[src/rtl/pump_commander_if.sv]
// Command-stream bundle between the pump commander and its environment:
// raw switch/level inputs in, update/command/fault out.
interface pump_commander_if;
  logic       power_sw;
  logic [7:0] level;
  logic       level_valid;
  logic       update;
  logic [1:0] command;
  logic       fault;

  // The commander is the source of the update/command stream.
  modport master (
    input  power_sw,
    input  level,
    input  level_valid,
    output update,
    output command,
    output fault
  );

  modport slave (
    output power_sw,
    output level,
    output level_valid,
    input  update,
    input  command,
    input  fault
  );
endinterface

[src/rtl/pump_commander.sv]
// Upstream command generator for pump_fsm: shadows the pump state, fills the
// tank with level hysteresis, enforces min run/rest times and a run timeout.
module pump_commander #(
  parameter int unsigned LOW_MARK  = 64,
  parameter int unsigned HIGH_MARK = 192,
  parameter int unsigned MIN_ON    = 100,
  parameter int unsigned MIN_OFF   = 100,
  parameter int unsigned MAX_ON    = 5000
) (
  input logic               clk,
  input logic               reset,
  pump_commander_if.master  cmd_if
);

  typedef enum logic [2:0] {
    S_OFF     = 3'd0,
    S_STANDBY = 3'd1,
    S_PUMPING = 3'd2,
    S_REST    = 3'd3,
    S_FAULT   = 3'd4
  } state_t;

  localparam logic [1:0] CMD_TURN_OFF   = 2'b00;
  localparam logic [1:0] CMD_TURN_ON    = 2'b01;
  localparam logic [1:0] CMD_STOP_PUMP  = 2'b10;
  localparam logic [1:0] CMD_START_PUMP = 2'b11;

  // Marks are compared at 9 bits so a HIGH_MARK of 256 simply never triggers.
  localparam logic [8:0]  LOW_C     = 9'(LOW_MARK);
  localparam logic [8:0]  HIGH_C    = 9'(HIGH_MARK);
  localparam logic [15:0] MIN_ON_C  = 16'(MIN_ON);
  localparam logic [15:0] MIN_OFF_C = 16'(MIN_OFF);
  localparam logic [15:0] MAX_ON_C  = 16'(MAX_ON);

  function automatic logic [15:0] sat_inc(input logic [15:0] v);
    return (v == 16'hFFFF) ? v : v + 16'd1;
  endfunction

  logic        sync1_q, sync2_q, pwr_prev_q;
  logic        pwr_rise, pwr_fall;
  state_t      state_q, state_d;
  logic [15:0] timer_q, timer_d;
  logic [7:0]  level_q, level_d;
  logic        level_seen_q, level_seen_d;
  logic        update_q, update_d;
  logic [1:0]  command_q, command_d;
  logic        fault_q, fault_d;
  logic        cmd_issue;
  logic [1:0]  cmd_sel;
  logic        level_low, level_high;

  assign pwr_rise   = sync2_q & ~pwr_prev_q;
  assign pwr_fall   = ~sync2_q & pwr_prev_q;
  assign level_low  = level_seen_q && ({1'b0, level_q} < LOW_C);
  assign level_high = ({1'b0, level_q} >= HIGH_C);

  always_ff @(posedge clk or posedge reset) begin
    if (reset) begin
      sync1_q      <= 1'b0;
      sync2_q      <= 1'b0;
      pwr_prev_q   <= 1'b0;
      state_q      <= S_OFF;
      timer_q      <= 16'd0;
      level_q      <= 8'd0;
      level_seen_q <= 1'b0;
      update_q     <= 1'b0;
      command_q    <= CMD_TURN_OFF;
      fault_q      <= 1'b0;
    end else begin
      sync1_q      <= cmd_if.power_sw;
      sync2_q      <= sync1_q;
      pwr_prev_q   <= sync2_q;
      state_q      <= state_d;
      timer_q      <= timer_d;
      level_q      <= level_d;
      level_seen_q <= level_seen_d;
      update_q     <= update_d;
      command_q    <= command_d;
      fault_q      <= fault_d;
    end
  end

  // Power-off beats every other transition; level stop beats timeout.
  always_comb begin
    state_d   = state_q;
    cmd_issue = 1'b0;
    cmd_sel   = command_q;
    if (state_q != S_OFF && pwr_fall) begin
      state_d   = S_OFF;
      cmd_issue = 1'b1;
      cmd_sel   = CMD_TURN_OFF;
    end else begin
      case (state_q)
        S_OFF: begin
          if (pwr_rise) begin
            state_d   = S_STANDBY;
            cmd_issue = 1'b1;
            cmd_sel   = CMD_TURN_ON;
          end
        end
        S_STANDBY: begin
          if (level_low) begin
            state_d   = S_PUMPING;
            cmd_issue = 1'b1;
            cmd_sel   = CMD_START_PUMP;
          end
        end
        S_PUMPING: begin
          if (timer_q >= MIN_ON_C && level_high) begin
            state_d   = S_REST;
            cmd_issue = 1'b1;
            cmd_sel   = CMD_STOP_PUMP;
          end else if (timer_q == MAX_ON_C) begin
            state_d   = S_FAULT;
            cmd_issue = 1'b1;
            cmd_sel   = CMD_STOP_PUMP;
          end
        end
        S_REST: begin
          if (timer_q == MIN_OFF_C) state_d = S_STANDBY;
        end
        S_FAULT: state_d = S_FAULT;
        default: state_d = S_OFF;
      endcase
    end
  end

  // Registered outputs follow the decision taken this cycle.
  always_comb begin
    update_d  = cmd_issue;
    command_d = cmd_sel;
    fault_d   = (state_d == S_FAULT);
  end

  // Timer restarts on every state change; the level latch is dropped on OFF entry.
  always_comb begin
    timer_d      = (state_d != state_q) ? 16'd0 : sat_inc(timer_q);
    level_d      = level_q;
    level_seen_d = level_seen_q;
    if (state_d == S_OFF && state_q != S_OFF) begin
      level_d      = 8'd0;
      level_seen_d = 1'b0;
    end else if (cmd_if.level_valid) begin
      level_d      = cmd_if.level;
      level_seen_d = 1'b1;
    end
  end

  assign cmd_if.update  = update_q;
  assign cmd_if.command = command_q;
  assign cmd_if.fault   = fault_q;

endmodule
[src/flat_wrapper.sv]
// flat-port wrapper written by rule: the top's interface ports become plain ports
module pump_commander_flat 
#(
  parameter int unsigned LOW_MARK  = 64,
  parameter int unsigned HIGH_MARK = 192,
  parameter int unsigned MIN_ON    = 100,
  parameter int unsigned MIN_OFF   = 100,
  parameter int unsigned MAX_ON    = 5000
)
  (clk, reset, cmd_if_power_sw, cmd_if_level, cmd_if_level_valid, cmd_if_update, cmd_if_command, cmd_if_fault);
  pump_commander_if cmd_if_i ();
  input logic clk;
  input logic reset;
  input wire logic [$bits(cmd_if_i.power_sw)-1:0] cmd_if_power_sw;
  input wire logic [$bits(cmd_if_i.level)-1:0] cmd_if_level;
  input wire logic [$bits(cmd_if_i.level_valid)-1:0] cmd_if_level_valid;
  output wire logic [$bits(cmd_if_i.update)-1:0] cmd_if_update;
  output wire logic [$bits(cmd_if_i.command)-1:0] cmd_if_command;
  output wire logic [$bits(cmd_if_i.fault)-1:0] cmd_if_fault;
  assign cmd_if_i.power_sw = cmd_if_power_sw;
  assign cmd_if_i.level = cmd_if_level;
  assign cmd_if_i.level_valid = cmd_if_level_valid;
  assign cmd_if_update = cmd_if_i.update;
  assign cmd_if_command = cmd_if_i.command;
  assign cmd_if_fault = cmd_if_i.fault;
  pump_commander #(.LOW_MARK(LOW_MARK), .HIGH_MARK(HIGH_MARK), .MIN_ON(MIN_ON), .MIN_OFF(MIN_OFF), .MAX_ON(MAX_ON)) u_core (.clk(clk), .reset(reset), .cmd_if(cmd_if_i));
endmodule
[config.mk]
export PLATFORM = sky130hd
export DESIGN_NAME = pump_commander_flat
export DESIGN_NICKNAME = d
export VERILOG_FILES = /design/src/rtl/pump_commander_if.sv /design/src/rtl/pump_commander.sv /design/src/flat_wrapper.sv
export SDC_FILE = /design/constraint.sdc
export NUM_CORES = 1
export LEC_CHECK = 0
export BUFFER_PORTS_ARGS = -buffer_cell sky130_fd_sc_hd__buf_2
export CORE_ASPECT_RATIO = 0.5
export CORE_MARGIN = 5
export CORE_UTILIZATION = 45
export DETAILED_ROUTE_END_ITERATION = 7
export GPL_ROUTABILITY_DRIVEN = 0
export PLACE_DENSITY_LB_ADDON = 0.15
export SYNTH_ARGS = -nofsm -noshare
export SYNTH_HDL_FRONTEND = slang
export SYNTH_SLANG_ARGS = --single-unit
[constraint.sdc]
create_clock -name clk -period 2.6 [get_ports clk]
set_input_delay 0.39 -clock clk [delete_from_list [all_inputs] [get_ports clk]]
set_output_delay 0.39 -clock clk [all_outputs]
set_load 0.005 [all_outputs]
* Word level (Yosys, flattened, before mapping)
Index checks and enable logic that the tools add are counted.
** Cells by class
- $add $sub $neg :: 1
- Magnitude comparators :: 3
- Equal/unequal tests :: 13
- Muxes and demuxes :: 25
- Bitwise gates (word level) :: 4
- Reduce and logical (&&, ||, !) cells :: 10
** Operator list (number)
- two-way mux 16 bit :: 2
- two-way mux 3 bit :: 6
- adder 16 x 1 -> 16 bit (second input constant) :: 1
- equality test 16 x 13 -> 1 bit (second input constant) :: 1
- equality test 16 bit (second input constant) :: 1
- equality test 16 x 7 -> 1 bit (second input constant) :: 1
- >= comparator 16 x 7 -> 1 bit (second input constant) :: 1
- two-way mux 8 bit :: 2
- one-hot mux 3 bit (5 select lines) :: 1
- two-way mux 2 bit :: 5
- >= comparator 8 bit (second input constant) :: 1
- < comparator 8 x 7 -> 1 bit (second input constant) :: 1
- two-way mux 1 bit :: 7
- equality test 3 x 2 -> 1 bit (second input constant) :: 2
- equality test 3 bit (second input constant) :: 2
- logical NOT 3 bit :: 2
- inequality test 3 x 1 -> 1 bit (second input constant) :: 2
- one-hot mux 2 bit (3 select lines) :: 1
- logical AND 1 bit :: 4
- inequality test 4 x 1 -> 1 bit (second input constant) :: 1
- AND reduction 4 bit :: 1
- nonzero test 4 bit :: 1
- equality test 3 x 1 -> 1 bit (second input constant) :: 1
- inequality test 3 bit :: 1
- other kinds (6) :: 8
** Storage, ports and cells
- Register bits after elaboration :: 35
- Bits of input ports :: 12
- Output and inout port bits :: 4
- Logic and storage cells :: 66

* Longest topological paths before layout
- Depth in word-level cells :: 8
- Gate-level depth with buffers :: 9
- Mapped depth without buffers :: 8

* Worst setup path after synthesis
OpenSTA, ideal clock, no wires.
- Path kind :: flip-flop to flip-flop
- Start :: register u_core.timer_q[2]
- End :: register u_core.timer_q[2]
- Setup time :: 120 ps
- Arrival :: 2112 ps
- Required time :: 2480 ps
- Slack :: 368 ps
- Stages on the path, launching flop included :: 8
- Buffers on the path :: 1
- Clock period less this slack :: 2232 ps
- Path through :: dfrtp_1 or3b_1 or4b_1 or3_1 o22a_2 nand4_4 buf_6 nor2_1
** On the way
- Word-level cells in the longest chain between the ends :: 7
- Elaborated cells between the ends (all ways) :: 15
- Those cells by class :: add/sub: 1; order compare: 1; eq/ne: 5; mux: 7; reduce/logical: 1
** RTL lines
- start, declared :: line pump_commander.sv:42 : logic [15:0] timer_q, timer_d;
- start signal, assigned :: line pump_commander.sv:74 : timer_q <= timer_d;
- >= comparator 16 x 7 -> 1 bit / equality test 16 x 13 -> 1 bit (equally long branches) :: line pump_commander.sv:109, pump_commander.sv:113
- logical AND 1 bit / two-way mux 3 bit (equally long branches) :: line pump_commander.sv:109, pump_commander.sv:113
- two-way mux 3 bit :: line pump_commander.sv:109 : if (timer_q >= MIN_ON_C && level_high) begin
- one-hot mux 3 bit (5 select lines) :: line pump_commander.sv:93 : case (state_q)
- two-way mux 3 bit :: line pump_commander.sv:88 : if (state_q != S_OFF && pwr_fall) begin
- inequality test 3 bit :: line pump_commander.sv:137 : timer_d = (state_d != state_q) ? 16'd0 : sat_inc(timer_q);
- inequality test 2 x 1 -> 1 bit (no source line) / two-way mux 16 bit (equally long branches)
Parallel ways exist; a longest one is shown, timed or not. The select of a mux whose other input is x is not followed.
A chain may end at the register's enable or synchronous reset.

* Worst setup path in the final report
- Start :: register u_core.timer_q[6]
- End :: register u_core.timer_q[3]
Same word-level chain as after synthesis.

==> out/qor.yml <==
run_status:
  run_status: "finished clean"
layout:
  final_cell_mix: "31 x sky130_fd_sc_hd__nor2_1, 29 x sky130_fd_sc_hd__dfrtp_1, 16 x sky130_fd_sc_hd__nand2_1"
  diodes: 0
  seqCellArea_um2: 726
  layout.cells.most_common: "sky130_fd_sc_hd__nor2_1"
  area_growth_from_synthesis_to_final_layout_pct: 12.9
  nNetsFinal: 204
  final_layout_size_suffix_gt1_frac: 0.152
  design_area_um2: 1800
  footprint_of_the_multi_input_gates_um2: 805
  num-fill-cells: 335
  finish.utilization: 0.525
logic_synthesis:
  synthesis.area_per_instance_um2: 9.24
  netlist.area_leader.share: 0.454
  synthesis.area_um2: 1600
  yosys-top-cells-area: "sky130_fd_sc_hd__dfrtp_1 45%, sky130_fd_sc_hd__nor2_1 7.3%, sky130_fd_sc_hd__xor2_1 5.5%"
  synth-warning-count: 0
  synth-edff-count: 0
  ys_dominant_reg_cell: "sky130_fd_sc_hd__dfrtp_1"
  yosysTopAreaCell: "sky130_fd_sc_hd__dfrtp_1"
  synth-async-reset-ratio: 1.00
  synth_fp_nets: 187
  post_synth_num_cell_types: 39
  synth-seq-cells: 29
  netlist_instances: 173
  yosysSeqAreaShare: 0.454
global_route:
  first_global_vias: 1198
  grt_max_degree: 30
  wire_length_of_the_first_global_routing_pass_um: 5460
  globalRouteOverflowTotal: 0
  groute.usage.overall: 0.149
  grt_antenna_before_repair: 0
cts:
  postCtsSetupRepairBufs: 0
  clk_latency_ns: 0.28
  cts_made_buffers: 5
  post_cts_hold_buffer_count: 0
  cts_sinks: 29
  clk_pin_slew_worst_paths_ns: 0.06
  root_buffer: "sky130_fd_sc_hd__clkbuf_8"
  ctsHtreeMaxLevel: 2
  clock_path_buffers: 2
  cts_tree: "yes"
  ctsResizeCount: 0
drt:
  dr.pass1.iters: 4
  wl_per_cell_um: 12.8
  route.detailed.vias_per_inst: 5.12
  antenna_left: 0
  route.detailed.drc: 0
  routed-via-count: 1239
  totalWireLength_um: 3090
  drtIter0Drc: 78
sta:
  timing.final.crit_period_ns: 2.33
  finalSetupTns_ns: 0
  finalClockSkew_ns: 0.00454
  setup_viol_count_final: 0
  finalMaxSlewViolations: 0
  post_route_fraction_of_the_period_consumed_by_the_critical_path: 0.897
  hold_violations: 0
  timing_worst_slew_pin_value_ns: 0.552
  setup_repair_after_global_routing_missed_its_margin: "false"
  fmax_ghz: 0.429
  maxSlewHeadroom: 0.629
floorplanning:
  io_count: 16
  total_die_area_um2: 4910
  initial_standard_cell_utilization_of_the_core: 0.465
  die_h_um: 52.1
  die_width_um: 94.3
  placement_rows: 15
  core_box_area_um2: 3430
job:
  cap_viol_max_count: 0
critical_path:
  end_kind: "flip-flop"
  crit_fanout: 16
  worstReg2RegStart: "u_core.timer_q[6]"
  worst-r2r-cell-count: 6
  critical_path_arrival_ns: 2.49
  crit_type: "flip-flop to flip-flop"
  r2r-end: "u_core.timer_q[3]"
  critical_path_required_ns: 2.76
  r2r_setup_slack_ns: 0.27
  worst_setup_path_start_kind: "flip-flop"
place:
  hpwlAfterDp_um: 2170
  i_o_buffers: 9
  detailed_place.area_um2: 1700
pwr:
  power_per_cell_area_nw_per_um2: 758
  static-leakage-power_nw: 0.799
  ir_worst_vdd_uv: 301
min_path:
  holdCritPathClass: "input pin to async pin"
## Yosys cell counts (all sizes together) (4+ instances only)
cell type  count
nand4          4
inv            7
nand2         16
mux2i          4
buf            4
nand3         12
xor2          10
nor3           5
a21oi         11
dfrtp         29
o21ai          6
nor2          31
## through the flow
step                      hold slack [ns]  total power, mW  worst slack [ns]  cells
after global placement              0.333            0.970             0.267    234
after detailed placement            0.353            0.975             0.263    234
after floorplan                     0.331            0.888             0.368    173
final                               0.167             1.37             0.268    242
after CTS                           0.172             1.39             0.247    242
after global routing                0.210             1.46             0.143    242
## worst max path at each step
stage          cells after the start                  to  slack, ns               from
3_3_place_gp                       6  u_core.timer_q[10]       0.27  u_core.timer_q[6]
4_1_cts                            6   u_core.timer_q[9]       0.25  u_core.timer_q[6]
5_1_grt                            6   u_core.timer_q[2]       0.14  u_core.timer_q[6]
2_1_floorplan                      7   u_core.timer_q[2]       0.37  u_core.timer_q[2]
6_report                           6   u_core.timer_q[3]       0.27  u_core.timer_q[6]
3_5_place_dp                       6   u_core.timer_q[9]       0.26  u_core.timer_q[6]
## kinds of logic (layout without fill, tap and decap cells)
logic type,after synthesis,in the layout,synth area share
buffers and inverters,11,29,0.0423
adders and majority gates,2,2,0.0157
xor gates and xnor gates,12,12,0.0658
DFF,29,29,0.454
and+or+nand+nor,88,88,0.285
AOI/OAI and AO/OA,26,26,0.105
muxes,5,5,0.0321
## area by class of cell
| cell class | instances | share of cell area |
|---|---|---|
| Multi-Input combinational cell | 133 | 0.446 |
| Sequential cell | 29 | 0.402 |
| Clock buffer | 7 | 0.0534 |
| Timing Repair Buffer | 14 | 0.0458 |
| Tap cell | 51 | 0.0354 |
| Inverter | 7 | 0.0146 |
| Clock inverter | 1 | 0.00277 |
## registers in the layout, summed over array words and instances, names as in the netlist
| register | count |
|---|---|
| u_core.cmd_if.command | 2 |
| u_core.cmd_if.fault | 1 |
| u_core.state_q | 3 |
| u_core.timer_q | 16 |
| u_core.sync2_q | 1 |
| u_core.cmd_if.update | 1 |
| u_core.pwr_prev_q | 1 |
| u_core.sync1_q | 1 |
| u_core.level_q | 2 |
| u_core.level_seen_q | 1 |
## where the power goes
part | switching (mW) | internal, mW | leakage (nW)
combinational | 0.219 | 0.163 | 0.366
clock | 0.167 | 0.239 | 0.0542
sequential | 0.0610 | 0.519 | 0.379
total | 0.447 | 0.920 | 0.799
## worst max-delay path, cell delays in order (launching register included)
cell and delay, ns:
sky130_fd_sc_hd__dfrtp_1 0.45, sky130_fd_sc_hd__or3b_1 0.37, sky130_fd_sc_hd__or4b_1 0.50, sky130_fd_sc_hd__or3_1 0.34, sky130_fd_sc_hd__o22a_2 0.26, sky130_fd_sc_hd__nand4_4 0.20, sky130_fd_sc_hd__nor2_1 0.08
## metal layers
metal | GRT usage | routed length [µm]
met4 | 0.0935 | 73
met1 | 0.190 | 1550
met3 | 0.0434 | 124
met2 | 0.224 | 1350
met5 | 0 | 0
No activity file was read; power rests on OpenSTA's default activity.
